<file path="src/rtl/vae_fwd_sched.sv">
// Control sequencer for a small VAE forward pass: encoder MACs, reparameterisation
// sampling and decoder MACs on one shared MAC. Optional VAE_SCHED_CYCCNT_EN adds pass_cycles.
module vae_fwd_sched #(
  parameter int N_IN  = 9,
  parameter int N_LAT = 2,
  parameter int N_OUT = 9
) (
  input  logic        clk,
  input  logic        rst,
  input  logic        start,
  input  logic        stall,
  output logic        busy,
  output logic        done,
  output logic [1:0]  phase,
  output logic [3:0]  neuron_idx,
  output logic [3:0]  tap_idx,
  output logic        mac_clr,
  output logic        mac_en,
  output logic        res_we,
  output logic        rng_en
`ifdef VAE_SCHED_CYCCNT_EN
  ,
  output logic [15:0] pass_cycles
`endif
);

  localparam logic [2:0] S_IDLE   = 3'd0;
  localparam logic [2:0] S_ENC    = 3'd1;
  localparam logic [2:0] S_ENC_WB = 3'd2;
  localparam logic [2:0] S_SAMP   = 3'd3;
  localparam logic [2:0] S_DEC    = 3'd4;
  localparam logic [2:0] S_DEC_WB = 3'd5;
  localparam logic [2:0] S_DONE   = 3'd6;

  localparam logic [3:0] ENC_LAST_TAP = 4'(N_IN - 1);
  localparam logic [3:0] ENC_LAST_NRN = 4'(2 * N_LAT - 1);
  localparam logic [3:0] LAT_LAST     = 4'(N_LAT - 1);
  localparam logic [3:0] OUT_LAST     = 4'(N_OUT - 1);

  logic [2:0] st_q, st_d;
  logic [3:0] nrn_q, nrn_d;
  logic [3:0] tap_q, tap_d;
  logic       busy_q, busy_d;
  logic       done_q, done_d;
  logic [1:0] phase_q, phase_d;
  logic       mac_clr_q, mac_clr_d;
  logic       mac_en_q, mac_en_d;
  logic       res_we_q, res_we_d;
  logic       rng_en_q, rng_en_d;

  // The registered state is the step currently presented; a stalled edge
  // re-presents the same step with its strobes suppressed.
  always_comb begin
    st_d  = st_q;
    nrn_d = nrn_q;
    tap_d = tap_q;
    if (!stall) begin
      case (st_q)
        S_IDLE: begin
          if (start) begin
            st_d  = S_ENC;
            nrn_d = 4'd0;
            tap_d = 4'd0;
          end
        end
        S_ENC: begin
          if (tap_q == ENC_LAST_TAP) st_d = S_ENC_WB;
          else                       tap_d = tap_q + 4'd1;
        end
        S_ENC_WB: begin
          tap_d = 4'd0;
          if (nrn_q == ENC_LAST_NRN) begin
            st_d  = S_SAMP;
            nrn_d = 4'd0;
          end else begin
            st_d  = S_ENC;
            nrn_d = nrn_q + 4'd1;
          end
        end
        S_SAMP: begin
          if (nrn_q == LAT_LAST) begin
            st_d  = S_DEC;
            nrn_d = 4'd0;
            tap_d = 4'd0;
          end else begin
            nrn_d = nrn_q + 4'd1;
          end
        end
        S_DEC: begin
          if (tap_q == LAT_LAST) st_d = S_DEC_WB;
          else                   tap_d = tap_q + 4'd1;
        end
        S_DEC_WB: begin
          tap_d = 4'd0;
          if (nrn_q == OUT_LAST) begin
            st_d  = S_DONE;
            nrn_d = 4'd0;
          end else begin
            st_d  = S_DEC;
            nrn_d = nrn_q + 4'd1;
          end
        end
        S_DONE: begin
          st_d  = S_IDLE;
          nrn_d = 4'd0;
          tap_d = 4'd0;
        end
        default: begin
          st_d  = S_IDLE;
          nrn_d = 4'd0;
          tap_d = 4'd0;
        end
      endcase
    end
  end

  // Output decode is taken from the next step so every output is a flop.
  always_comb begin
    busy_d    = (st_d != S_IDLE);
    phase_d   = 2'd0;
    case (st_d)
      S_ENC, S_ENC_WB: phase_d = 2'd1;
      S_SAMP:          phase_d = 2'd2;
      S_DEC, S_DEC_WB: phase_d = 2'd3;
      default:         phase_d = 2'd0;
    endcase
    mac_en_d  = !stall && ((st_d == S_ENC) || (st_d == S_DEC));
    mac_clr_d = mac_en_d && (tap_d == 4'd0);
    res_we_d  = !stall && ((st_d == S_ENC_WB) || (st_d == S_SAMP) || (st_d == S_DEC_WB));
    rng_en_d  = !stall && (st_d == S_SAMP);
    done_d    = !stall && (st_d == S_DONE);
  end

  always_ff @(posedge clk or posedge rst) begin
    if (rst) begin
      st_q      <= S_IDLE;
      nrn_q     <= 4'd0;
      tap_q     <= 4'd0;
      busy_q    <= 1'b0;
      done_q    <= 1'b0;
      phase_q   <= 2'd0;
      mac_clr_q <= 1'b0;
      mac_en_q  <= 1'b0;
      res_we_q  <= 1'b0;
      rng_en_q  <= 1'b0;
    end else begin
      st_q      <= st_d;
      nrn_q     <= nrn_d;
      tap_q     <= tap_d;
      busy_q    <= busy_d;
      done_q    <= done_d;
      phase_q   <= phase_d;
      mac_clr_q <= mac_clr_d;
      mac_en_q  <= mac_en_d;
      res_we_q  <= res_we_d;
      rng_en_q  <= rng_en_d;
    end
  end

  assign busy       = busy_q;
  assign done       = done_q;
  assign phase      = phase_q;
  assign neuron_idx = nrn_q;
  assign tap_idx    = tap_q;
  assign mac_clr    = mac_clr_q;
  assign mac_en     = mac_en_q;
  assign res_we     = res_we_q;
  assign rng_en     = rng_en_q;

`ifdef VAE_SCHED_CYCCNT_EN
  logic [15:0] cnt_q, cnt_d;
  logic [15:0] pc_q, pc_d;

  // cnt tracks the 1-based cycle index within the pass, so the value latched
  // with done is the index of the done cycle itself.
  always_comb begin
    cnt_d = cnt_q;
    pc_d  = pc_q;
    if (st_q == S_IDLE) begin
      if (st_d == S_ENC) cnt_d = 16'd1;
    end else if (cnt_q != 16'hFFFF) begin
      cnt_d = cnt_q + 16'd1;
    end
    if (done_d) pc_d = cnt_d;
  end

  always_ff @(posedge clk or posedge rst) begin
    if (rst) begin
      cnt_q <= 16'd0;
      pc_q  <= 16'd0;
    end else begin
      cnt_q <= cnt_d;
      pc_q  <= pc_d;
    end
  end

  assign pass_cycles = pc_q;
`endif

endmodule

</file>
<file path="config.mk">
export PLATFORM = sky130hd
export DESIGN_NAME = vae_fwd_sched
export DESIGN_NICKNAME = d
export VERILOG_FILES = /design/src/rtl/vae_fwd_sched.sv
export SDC_FILE = /design/constraint.sdc
export NUM_CORES = 1
export LEC_CHECK = 0
export ABC_AREA = 1
export BUFFER_PORTS_ARGS = -buffer_cell sky130_fd_sc_hd__buf_2
export CORE_ASPECT_RATIO = 1.25
export CORE_MARGIN = 1.5
export CORE_UTILIZATION = 50
export DETAILED_ROUTE_END_ITERATION = 8
export HOLD_SLACK_MARGIN = 0.15
export PLACE_DENSITY_LB_ADDON = 0.2
export SLEW_MARGIN = 20
export SYNTH_ARGS = -nofsm -noshare
export SYNTH_HDL_FRONTEND = slang
export SYNTH_SLANG_ARGS = --single-unit
</file>
<file path="constraint.sdc">
create_clock -name clk -period 1.8 [get_ports clk]
set_input_delay 0.27 -clock clk [delete_from_list [all_inputs] [get_ports clk]]
set_output_delay 0.27 -clock clk [all_outputs]
set_load 0.02 [all_outputs]
</file>
==> impl_metrics.toml <==
[run_status]
status = "finished, final reports clean"

[sta]
timing.slew.headroom_pct = 52.7
finalHoldViolations = 0
hold_slack_ns = 0.312
setup_viol = 0
fmax_mhz = 587
fin_crit_ns = 1.70
clock_skew_ns = 0.00675
tightest_slew_ns = 0.709
finalCritPeriodShare_pct = 94.7
drv_slew = 0

[floorplan]
fp.dieW_um = 47.2
initial_core_util_pct = 54.0
die_y_um = 58.2
ios = 20
die-area_mm2 = 0.00275
fp-row-count = 19
core_region_area_mm2 = 0.00226

[place]
io_buffers = 19
place_area_mm2 = 0.00136
dpl.hpwl_um = 2090
gp_congestion = 0.921

[grt]
track_usage_pct = 22.0
grt_pass1_wl_um = 4410
antenna_found_initial = 0
grt_overflow_total = 0
grt_pass1_vias = 1061
grt_max_degree = 20

[routing]
drc = 0
avgViaCountPerCell = 5.04
drt_wl_total_um = 2790
routedWlPerCell_um = 12.1
via_count = 1164
dr.pass1.iters = 4
drt_iter0_markers = 37
drtAntennaViolNets = 0

[cts]
cts.reportedPaths.clkPinSlew_ns = 0.11
cts-root-buf = "clkbuf_4"
cts_buffers = 3
cts_buffer_depth = 2
clock-sinks = 19
clk_latency_ns = 0.30
htree_levels = 1
tritoncts = "built"

[layout]
area_delta_synth_final_pct = 23.6
multi_input_area_um2 = 699
seq_area_um2 = 477
final_area_mm2 = 0.00151
drive_gt1_share_pct = 33.5
fin_nets = 211
diodes = 0
fillCellCount = 211

[logic_synthesis]
synth_top_cell_by_area = "dfrtp_1"
synthCells = 168
netlist_area_mm2 = 0.00122
yosysTopAreaCellShare_pct = 39.0
syn_area_per_cell_um2 = 7.26
synth-edff-count = 0
synthArstFlopShare_pct = 100
yosys-top-cells-count = "45 x nand2_1, 19 x dfrtp_1, 19 x nor2_1, 18 x nand3_1, 16 x inv_1"
synthFlopType = "dfrtp_1"
synth-seq-cells = 19
synthTopCellsByArea = "dfrtp_1 39%, nand2_1 14%, nand3_1 7.4%"
synth.most_common_cell = "nand2_1"
yosys.cell_types.count = 25
syn_nets = 178
yosysSeqAreaShare_pct = 39.0
yosysWarnings = 0

[worst_hold_path]
hold_end = "rng_en"
hold_start = "stall"
min_path_type = "input port to register"
hold_depth = 3

[setup_path]
critPathRequiredTime_ns = 2.02
worst_setup_path_end_kind = "register"
crit_fanout = 5
worstReg2RegEnd = "phase[0]"
worst_r2r_path_depth = 12
arrival_ns = 1.93
path_class = "register to register"
startpoint_type = "register"
reg2reg_from = "tap_idx[0]"
r2r_slack_ns = 0.1

[pwr]
vdd_drop_max_mv = 0.937
p_per_area_mw_per_mm2 = 1420
p_leak_nw = 0.816

[run]
cap_viol_max_count = 0
[logic make-up after synthesis]
logic type / after synthesis / share of synthesized area, %
xor+xnor: 2 / 1.44
fa+ha+maj: 6 / 6.15
buf+inv: 24 / 8.00
compound gates: 14 / 6.26
flops: 19 / 39.0
simple gates: 103 / 39.2
[per-stage QoR]
step | cells | setup TNS [ns] | power [mW] | setup slack [ns] | utilization (%)
CTS | 224 | 0 | 2.00 | 0.0322 | 62.0
finish | 231 | 0 | 2.14 | 0.0953 | 66.8
floorplan | 168 | 0 | 1.48 | 0.0485 | -
detailed placement | 219 | 0 | 1.77 | 0.0545 | 60.4
global route | 231 | -0.0674 | 2.32 | -0.0252 | 66.8
global placement | 219 | 0 | 1.75 | 0.128 | 60.4
[cell usage in the layout (no fill, tap or decap)]
cell / n
a21oi_1: 4
a21oi_4: 1
and3_1: 1
buf_2: 19
buf_4: 10
clkbuf_4: 3
clkinv_1: 2
clkinv_2: 1
dfrtp_1: 18
dfrtp_2: 1
dlygate4sd3_1: 1
ha_1: 4
ha_2: 1
ha_4: 1
inv_1: 13
inv_2: 6
inv_4: 1
nand2_1: 40
nand2_2: 9
nand2_4: 2
nand3_1: 17
nand3_2: 1
nand3_4: 1
nand4_1: 3
nor2_1: 16
nor2_2: 9
nor3_1: 3
nor3_2: 1
o21ai_0: 3
o21ai_1: 5
o21bai_1: 1
xor2_1: 2
[worst max-delay path: stages (launching register included)]
cell	delay, ns
dfrtp_1	0.44
inv_2	0.11
ha_4	0.15
nand3_2	0.10
nor2_2	0.18
nor2_2	0.07
nand2_2	0.12
nand2_2	0.07
nand2_4	0.09
nand2_1	0.06
nand2_1	0.08
inv_2	0.04
o21ai_1	0.13
[metal layers]
layer	part of all wire [%]	GRT usage, %	routed length, um	vias to the layer above
met5	0	0	0	-
met4	1.2	8.33	34	0
met3	3.0	1.87	83	4
met2	51	36.4	1420	21
met1	45	29.1	1250	541
li1	-	-	-	598
[where the power goes]
part	leakage [nW]	internal, mW	switching (mW)
Combinational	0.545	0.452	0.774
Clock	0.0177	0.0829	0.131
Sequential	0.253	0.549	0.149
Total	0.816	1.08	1.05
[worst max-delay path by stage]
| stage | startpoint | endpoint | depth (start not counted) |
|---|---|---|---|
| final | tap_idx[0] | phase[0] | 12 |
| after global routing | tap_idx[0] | mac_clr | 12 |
| after CTS | tap_idx[1] | phase[0] | 11 |
| after detailed placement | tap_idx[1] | phase[0] | 11 |
| after floorplan | tap_idx[0] | mac_clr | 11 |
| after global placement | tap_idx[1] | phase[0] | 11 |
[what timing repair did]
item	in CTS	in global routing
setup endpoints to repair	0	4
gates resized for setup	0	19
setup buffers	0	7
hold buffers	1	0
endpoints found under the hold margin	19	0
[layout make-up]
cell class	instances	share of cell area, %
well taps	31	2.57
inverters	22	5.64
flip-flops and latches	19	31.6
clock inverters	1	0.332
multi-input cells	125	46.4
clock buffers	3	1.49
repair buffers	30	12.0
[sequential cells by signal, indices dropped and copies added (netlist names)]
signal      cells
busy            1
neuron_idx      4
mac_en          1
phase           2
rng_en          1
res_we          1
st_q            3
tap_idx         4
mac_clr         1
done            1
Note: power is estimated with default switching activity, not from simulation.
